--- src/rtl/scpad_tile_arbiter.sv ---
// scpad_tile_arbiter: per-scratchpad round-robin arbiter and tile-row burst
// sequencer. Requester 0 = prefetcher, 1 = SA frontend, 2 = VC frontend.
// Optional: define SCPAD_ARB_PERF_EN to add per-scratchpad stall/beat counters.

// One scratchpad's arbiter + burst sequencer. A granted command owns the
// scratchpad until its last row beat is accepted.
module scpad_seq #(
  parameter int NUM_REQ       = 3,
  parameter int MAX_TILE_ROWS = 32,
  parameter int CNT_W         = 6,
  parameter int ROW_W         = 14,
  parameter int OWN_W         = 2
) (
  input  logic                            clk,
  input  logic                            rst,
  input  logic [NUM_REQ-1:0]              cand,
  input  logic [NUM_REQ-1:0][ROW_W-1:0]   base_in,
  input  logic [NUM_REQ-1:0][CNT_W-1:0]   rows_in,
  input  logic [NUM_REQ-1:0]              write_in,
  output logic [NUM_REQ-1:0]              grant,
  output logic [NUM_REQ-1:0]              done,
  output logic                            sram_valid,
  input  logic                            sram_ready,
  output logic [ROW_W-1:0]                sram_row,
  output logic                            sram_write,
  output logic [OWN_W-1:0]                sram_owner
`ifdef SCPAD_ARB_PERF_EN
  ,
  output logic [31:0]                     stall_cnt,
  output logic [31:0]                     beat_cnt
`endif
);

  localparam logic [0:0] IDLE  = 1'b0;
  localparam logic [0:0] BURST = 1'b1;

  logic [0:0]       state;
  logic [OWN_W-1:0] rr_ptr;
  logic [ROW_W-1:0] base;
  logic [CNT_W-1:0] nrows;
  logic [CNT_W-1:0] idx;
  logic             wr;
  logic [OWN_W-1:0] owner;

  logic             found;
  logic [OWN_W-1:0] win;
  logic [CNT_W-1:0] rows_sel;
  logic [CNT_W-1:0] rows_clamped;
  logic             busy;

  // Round-robin pick: first candidate at or above rr_ptr, wrapping; only while idle
  always_comb begin : arb
    int pos;
    grant = '0;
    win   = '0;
    found = 1'b0;
    pos   = 0;
    if (state == IDLE) begin
      for (int k = 0; k < NUM_REQ; k++) begin
        pos = int'(rr_ptr) + k;
        if (pos >= NUM_REQ) pos = pos - NUM_REQ;
        if (!found && cand[pos]) begin
          found = 1'b1;
          win   = OWN_W'(pos);
        end
      end
      if (found) grant[win] = 1'b1;
    end
  end

  // Oversized row counts are clamped to the maximum tile height
  assign rows_sel     = rows_in[win];
  assign rows_clamped = (rows_sel > CNT_W'(MAX_TILE_ROWS)) ? CNT_W'(MAX_TILE_ROWS) : rows_sel;

  // Latch the granted command, then step one row per accepted beat
  always_ff @(posedge clk or posedge rst) begin
    if (rst) begin
      state  <= IDLE;
      rr_ptr <= '0;
      base   <= '0;
      nrows  <= '0;
      wr     <= 1'b0;
      owner  <= '0;
      idx    <= '0;
      done   <= '0;
    end else begin
      done <= '0;
      case (state)
        IDLE: if (found) begin
          base   <= base_in[win];
          nrows  <= rows_clamped;
          wr     <= write_in[win];
          owner  <= win;
          idx    <= '0;
          rr_ptr <= (win == OWN_W'(NUM_REQ-1)) ? '0 : win + 1'b1;
          // zero-row command completes without touching the SRAM
          if (rows_clamped == '0) done[win] <= 1'b1;
          else                    state     <= BURST;
        end
        BURST: if (sram_ready) begin
          idx <= idx + 1'b1;
          if (idx == nrows - 1'b1) begin
            state       <= IDLE;
            done[owner] <= 1'b1;
          end
        end
        default: state <= IDLE;
      endcase
    end
  end

  // Beat outputs are zero whenever no burst is in flight; the row wraps at 2^ROW_W
  assign busy       = (state == BURST);
  assign sram_valid = busy;
  assign sram_row   = busy ? (base + ROW_W'(idx)) : '0;
  assign sram_write = busy & wr;
  assign sram_owner = busy ? owner : '0;

`ifdef SCPAD_ARB_PERF_EN
  // Free-running wrapping counters of stalled cycles and accepted beats
  always_ff @(posedge clk or posedge rst) begin
    if (rst) begin
      stall_cnt <= '0;
      beat_cnt  <= '0;
    end else begin
      if (sram_valid && !sram_ready) stall_cnt <= stall_cnt + 32'd1;
      if (sram_valid &&  sram_ready) beat_cnt  <= beat_cnt + 32'd1;
    end
  end
`endif

endmodule

module scpad_tile_arbiter #(
  parameter  int NUM_REQ        = 3,
  parameter  int MAX_TILE_ROWS  = 32,
  parameter  int CNT_W          = $clog2(MAX_TILE_ROWS) + 1,
  localparam int ROW_IDX_WIDTH  = 14,
  localparam int SCPAD_ID_WIDTH = 1,
  localparam int NUM_SCPADS     = 2,
  localparam int OWN_W          = $clog2(NUM_REQ)
) (
  input  logic                                     clk,
  input  logic                                     rst,
  input  logic [NUM_REQ-1:0]                       req_valid,
  output logic [NUM_REQ-1:0]                       req_ready,
  input  logic [NUM_REQ-1:0][SCPAD_ID_WIDTH-1:0]   req_scpad_id,
  input  logic [NUM_REQ-1:0][ROW_IDX_WIDTH-1:0]    req_base_row,
  input  logic [NUM_REQ-1:0][CNT_W-1:0]            req_num_rows,
  input  logic [NUM_REQ-1:0]                       req_write,
  output logic [NUM_REQ-1:0]                       done,
  output logic [NUM_SCPADS-1:0]                    sram_valid,
  input  logic [NUM_SCPADS-1:0]                    sram_ready,
  output logic [NUM_SCPADS-1:0][ROW_IDX_WIDTH-1:0] sram_row,
  output logic [NUM_SCPADS-1:0]                    sram_write,
  output logic [NUM_SCPADS-1:0][OWN_W-1:0]         sram_owner
`ifdef SCPAD_ARB_PERF_EN
  ,
  output logic [NUM_SCPADS-1:0][31:0]              perf_stall_cnt,
  output logic [NUM_SCPADS-1:0][31:0]              perf_beat_cnt
`endif
);

  logic [NUM_REQ-1:0] cand   [NUM_SCPADS];
  logic [NUM_REQ-1:0] grant  [NUM_SCPADS];
  logic [NUM_REQ-1:0] done_s [NUM_SCPADS];

  // Route each requester to the scratchpad it targets
  always_comb begin
    for (int s = 0; s < NUM_SCPADS; s++) begin
      cand[s] = '0;
      for (int r = 0; r < NUM_REQ; r++)
        cand[s][r] = req_valid[r] && (req_scpad_id[r] == SCPAD_ID_WIDTH'(s));
    end
  end

  // A requester targets one scratchpad per command, so OR-merging never double-grants
  always_comb begin
    req_ready = '0;
    done      = '0;
    for (int s = 0; s < NUM_SCPADS; s++) begin
      req_ready = req_ready | grant[s];
      done      = done | done_s[s];
    end
    if (rst) req_ready = '0;
  end

  for (genvar s = 0; s < NUM_SCPADS; s++) begin : g_scpad
    scpad_seq #(
      .NUM_REQ       (NUM_REQ),
      .MAX_TILE_ROWS (MAX_TILE_ROWS),
      .CNT_W         (CNT_W),
      .ROW_W         (ROW_IDX_WIDTH),
      .OWN_W         (OWN_W)
    ) u_seq (
      .clk        (clk),
      .rst        (rst),
      .cand       (cand[s]),
      .base_in    (req_base_row),
      .rows_in    (req_num_rows),
      .write_in   (req_write),
      .grant      (grant[s]),
      .done       (done_s[s]),
      .sram_valid (sram_valid[s]),
      .sram_ready (sram_ready[s]),
      .sram_row   (sram_row[s]),
      .sram_write (sram_write[s]),
      .sram_owner (sram_owner[s])
`ifdef SCPAD_ARB_PERF_EN
      ,
      .stall_cnt  (perf_stall_cnt[s]),
      .beat_cnt   (perf_beat_cnt[s])
`endif
    );
  end

endmodule
--- config.mk ---
export PLATFORM = sky130hd
export DESIGN_NAME = scpad_tile_arbiter
export DESIGN_NICKNAME = d
export VERILOG_FILES = /design/src/rtl/scpad_tile_arbiter.sv
export SDC_FILE = /design/constraint.sdc
export NUM_CORES = 1
export LEC_CHECK = 0
export CAP_MARGIN = 20
export CORE_MARGIN = 1.5
export CORE_UTILIZATION = 46
export DETAILED_ROUTE_END_ITERATION = 7
export PLACE_DENSITY = 0.79
export SLEW_MARGIN = 20
export SYNTH_ARGS = -nofsm -noshare
export SYNTH_HDL_FRONTEND = slang
export SYNTH_SLANG_ARGS = --single-unit
--- constraint.sdc ---
create_clock -name clk -period 3.75 [get_ports clk]
set_clock_uncertainty 0.15 [all_clocks]
set_input_delay 1.125 -clock clk [delete_from_list [all_inputs] [get_ports clk]]
set_output_delay 1.125 -clock clk [all_outputs]
set_load 0.05 [all_outputs]
# Yosys cells after proc, flatten, opt, wreduce, memory -nomap -nowiden
# Cells that the tools add are included.
# classes
mux,117
reduce_logical,26
n_eq_ne,8
order_cmp,26
addsub,18
n_bitwise,9
# ops
operator,count
2-to-1 mux 32 bit,12
"< comparator 32 x 4 -> 1 bit, second input constant",6
">= comparator 32 x 3 -> 1 bit, second input constant",4
"subtractor 32 x 3 -> 32 bit, second input constant",4
binary-select mux 14 bit (select 2 bit),2
2-to-1 mux 14 bit,4
2-to-1 mux 6 bit,8
2-to-1 mux 1 bit,42
2-to-1 mux 3 bit,13
adder 14 x 6 -> 14 bit,2
2-to-1 mux 2 bit,14
binary-select mux 6 bit (select 2 bit),2
case mux 6 bit (2 select lines),2
"< comparator 2 x 3 -> 1 bit, second input constant",6
binary-select mux 1 bit (select 2 bit),8
logical AND 1 bit,16
"adder 6 x 1 -> 6 bit, second input constant",2
demux 1 bit (select 2 bit),6
== test 6 bit,2
">= comparator 2 x 1 -> 1 bit, second input constant",6
"> comparator 6 bit, second input constant",2
zero test 6 bit,2
case mux 3 bit (2 select lines),2
"subtractor 6 x 1 -> 6 bit, second input constant",2
14 further kinds,35
# word_totals
inputBits,73
elab_cells,220
register_bits,70

# Depth between registers and ports, before layout
# depth
depth_word,25
ltp_mapped,10
depth_no_buf,9

# Modules after synthesis
# From an unflattened synthesis, not the netlist that was laid out.
# hier_totals
cells_unflattened,599
hier_area_um2,5058.6
# by_module_without_submodules
module,area_each_um2,seq_area_each_um2,cells_per_inst,instances
scpad_seq at g_scpad[1].u_seq,2486.1,875.8,295,1
scpad_seq at g_scpad[0].u_seq,2482.4,875.8,292,1
scpad_tile_arbiter,90.1,0.0,12,1

# Least setup slack after synthesis
# Ideal clock, no wire load.
# synth_path
path_kind,input -> output
startpoint,in req_valid[1]
endpoint,out req_ready[0]
t_arrival_ps,3305
slack_ps,-830
stages,7
cell_sequence,nor2b_1 nor2_1 maj3_1 a211o_1 nor2_1 inv_1 a21oi_1
# synth_via
elab_chain_cells,22
elab_cells_between_ends,64
cone_classes,order compare: 4; mux: 47; bitwise: 1; reduce/logical: 12
# synth_lines
item,line,text
start: declaration,145,"input logic [NUM_REQ-1:0] req_valid,"
logical AND 1 bit,173,cand[s][r] = req_valid[r] && (req_scpad_id[r] == SCPAD_ID_WIDTH'(s));
binary-select mux 1 bit (select 2 bit),62,if (!found && cand[pos]) begin
2-to-1 mux 1 bit (implied by the code) (2 in series),62,
2-to-1 mux 1 bit,62,
2-to-1 mux 1 bit,58,if (state == IDLE) begin
zero test 1 bit,62,
logical AND 1 bit,62,
2-to-1 mux 1 bit,62,
(+5 left out),-,
< comparator 2 x 3 -> 1 bit (implied by the code) or >= comparator 2 x 1 -> 1 bit (tied branches),67,if (found) grant[win] = 1'b1;
logical AND 1 bit (implied by the code),67,
2-to-1 mux 1 bit (implied by the code),67,
demux 1 bit (select 2 bit),-,
2-to-1 mux 3 bit,67,
2-to-1 mux 3 bit,58,
OR 3 bit *,182,req_ready = req_ready | grant[s];
2-to-1 mux 3 bit *,185,if (rst) req_ready = '0;
end: declaration,146,"output logic [NUM_REQ-1:0] req_ready,"
# Mark *: on every way between the ends. The rest lies on a longest branch, timed or not. The select of a mux whose other input is x is not followed.

# Worst setup path after layout
# layout_path
startpoint,in req_scpad_id[2] (netlist bit)
endpoint,out req_ready[0]
# layout_via
elab_chain_cells,23
elab_cells_between_ends,65
cone_classes,order compare: 4; mux: 47; bitwise: 2; reduce/logical: 12
# layout_lines
item,line,text
start: declaration,147,"input logic [NUM_REQ-1:0][SCPAD_ID_WIDTH-1:0] req_scpad_id,"
NOT 1 bit,173,
logical AND 1 bit,173,
binary-select mux 1 bit (select 2 bit),62,
2-to-1 mux 1 bit (implied by the code) (2 in series),62,
2-to-1 mux 1 bit,62,
2-to-1 mux 1 bit,58,
zero test 1 bit,62,
logical AND 1 bit,62,
(+6 left out),-,
< comparator 2 x 3 -> 1 bit (implied by the code) or >= comparator 2 x 1 -> 1 bit (tied branches),67,
logical AND 1 bit (implied by the code),67,
2-to-1 mux 1 bit (implied by the code),67,
demux 1 bit (select 2 bit),-,
2-to-1 mux 3 bit,67,
2-to-1 mux 3 bit,58,
OR 3 bit *,182,
2-to-1 mux 3 bit *,185,
# Marked as above.

==> reports/metrics.cfg <==
[floorplan]
core-area_sq_um=10280
die_area_sq_um=11150
dieWidth_um=105.6
num_rows=37
die_y_um=105.6
start_util_pct=47.11
ios=115

[power_and_ir_drop]
p_leak_nw=3.352
power_density_nw_per_um2=887.3
vdd_drop_max_v=0.001061

[placed_design]
dp_hpwl_um=11700
dp_cells=833
portBuffers=114
dpl-instance-area_sq_um=6675
place_congestion=0.9602

[routing]
wl_um=16870
drc=0
vias=5273
via_per_inst=5.985
antenna_left=0
avgRoutedWirePerCell_um=19.15
drt-initial-drc-count=479
first_pass_iters=6

[global_route]
grt_pass1_vias=5259
grt-ovfl-total=0
grt_max_degree=71
track_usage_pct=29.96
grt_pass1_wl_um=26170
antenna_found_initial=0

[synth]
synth_edf_count=0
syn_avg_cell_area_sq_um=8.616
synthArstFlopShare_pct=100.0
synth_area_sq_um=4842
synthTopCellsByCount=101 x nand2_1, 70 x dfrtp_1, 28 x and2_1, 28 x nor2_1, 28 x o21ai_0
synth_area_leader_cell=dfrtp_1
yosys_register_bits=70
yosysSeqAreaShare_pct=36.18
synth_cells=562
synthTopCellsByArea=dfrtp_1 36%, nand2_1 7.8%, ha_1 5.2%
synth_top_area_share_pct=36.18
synth.most_common_cell=nand2_1
synth_cell_types=62
ys.flop_type=dfrtp_1
ys_warn_count=0
synth_nets=657

[worst_setup_path]
endpoint_kind=output port
cp_data_arrival_time_ns=2.66
reg2reg_slack_ns=0.20
crit_path_frequent_cell=buf_6
rr_endpoint=g_scpad[0].u_seq.base[1]
crit_slowest_cell=a211o_1
required_ns=2.47
rr_worst_depth=20
critical_path_class=in -> out
crit_path_max_fanout=4
slowest_delay_ns=0.31
rr_startpoint=g_scpad[0].u_seq.rr_ptr[0]
cp-start-kind=primary input
path_cells=buf_6 > nor2b_4 > buf_6 > o32ai_2 > a32o_2 > a211o_1 > nor2_4 > inv_2 > a21oi_4 > buf_12

[cts]
worstSkewPairLatency_ns=0.35
clock-sinks=70
cts_buffers=9
clk_path_buf_depth=2
cts_tree=built
root_buffer=clkbuf_8
htreeDepth=3
clk_pin_slew_ns=0.07

[cells_and_area]
final_area_sq_um=7421
synthToLayoutAreaGrowth_pct=53.26
fin_cells=881
fill_cells=741
drive_gt1_share_pct=27.11
layout.nets=836
n_antenna_cell=0

[timing]
tightestPinTransition_ns=0.6397
hold_viol=0
setup_viol=16
drv_slew=0
relSlewSlack_pct=56.25
finalCritPeriodShare_pct=104.9
fin_ws_ns=-0.1833
max_clock_freq_ghz=0.2542
min_period_ns=3.933
hold_ws_ns=0.3515
rsz0062_at_grt=true

[worst_hold_path]
hold_path.startpoint=g_scpad[0].u_seq.nrows[5]
holdPathEnd=g_scpad[0].u_seq.nrows[5]
holdPathStages=2
hp-class=reg -> reg

[run_status]
status=finished, violations left
violations=negative setup slack

[run]
max_cap_violations=0

==> layout make-up <==
class,instances,area [sq um],area share (%)
Multi-Input combinational cell,443,3203,43.16
Timing Repair Buffer,196,2003,26.99
Sequential cell,70,1758,23.69
Tap cell,136,170.2,2.293
Clock buffer,12,165.2,2.226
Inverter,21,78.83,1.062
Clock inverter,3,42.54,0.5733
==> registers in the layout (all words and copies together) (netlist names) <==
signal,count
g_scpad.u_seq.base,28
g_scpad.u_seq.idx,12
g_scpad.u_seq.wr,2
g_scpad.u_seq.sram_valid,2
g_scpad.u_seq.owner,4
g_scpad.u_seq.nrows,12
g_scpad.u_seq.done,6
g_scpad.u_seq.rr_ptr,4
==> logic make-up (layout without fill, tap and decap cells) <==
| kind of cell | Yosys count | count (layout) | share of synthesized area, % |
|---|---|---|---|
| and+or+nand+nor | 224 | 224 | 22.20 |
| AOI/OAI and AO/OA | 153 | 153 | 23.36 |
| DFF | 70 | 70 | 36.18 |
| buffers and inverters | 49 | 232 | 4.212 |
| xor gates and xnor gates | 40 | 40 | 7.235 |
| adders and majority gates | 25 | 25 | 6.615 |
| muxes | 1 | 1 | 0.2067 |
==> placed cells by master (no fill, tap or decap), types with 14 or more instances in the layout <==
cell,Yosys,final
inv_1,20,16
a222oi_1,23,23
a21oi_1,23,15
dfrtp_1,70,65
clkdlybuf4s50_1,0,80
ha_1,20,16
xor2_1,15,14
nor2_1,28,23
nand2_1,101,100
buf_4,5,82
xnor2_1,25,21
buf_12,0,24
o21ai_0,28,26
and2_1,28,23
==> worst max path at each step <==
stage                              from           end  depth (start not counted)
2_1_floorplan              req_valid[1]  req_ready[0]                          7
3_3_place_gp               req_valid[2]  req_ready[0]                          9
3_5_place_dp               req_valid[2]  req_ready[0]                          9
4_1_cts        g_scpad[1].u_seq.base[0]  sram_row[22]                         10
5_1_grt        g_scpad[1].u_seq.base[0]  sram_row[22]                         10
6_report                req_scpad_id[2]  req_ready[0]                         10
==> worst max-delay path: cells and delay by family <==
kind	cells	cell delay, ns
AO/OA/AOI/OAI	4	0.80
buffers and inverters	4	0.45
AND/OR/NAND/NOR	2	0.28
==> stage by stage <==
step / util (%) / setup WS (ns) / setup TNS (ns) / total power, mW
global route: 72.21 / -0.2565 / -2.574 / 6.956
finish: 72.21 / -0.1833 / -1.254 / 6.584
floorplan: - / -0.2917 / -0.2917 / 3.990
detailed placement: 64.95 / -0.6573 / -4.176 / 5.532
CTS: 70.17 / -0.1304 / -0.8918 / 6.369
global placement: 64.95 / -0.6234 / -2.809 / 5.395
==> timing repair <==
action                                  CTS  global route
hold buffers                              0             0
hold endpoints to repair                  0             0
pin swaps                                17            20
endpoints found under the setup margin   19            20
resized for setup                        72            22
buffers inserted                         21            12
==> metal layers <==
metal  global-route usage (%)  vias up  wire [um]
li1                         -     2400          -
met1                    37.54     2551       6495
met2                    49.77      261       8437
met3                    5.690       61       1223
met4                    14.48        0        716
met5                        0        -          0
==> report_power, final <==
group,total [mW],internal [mW],leakage (nW),switching (mW)
combinational,4.48,2.00,2.36,2.48
sequential,1.46,1.06,0.884,0.396
clock,0.649,0.357,0.104,0.292
Note: power is estimated with default switching activity, not from simulation.
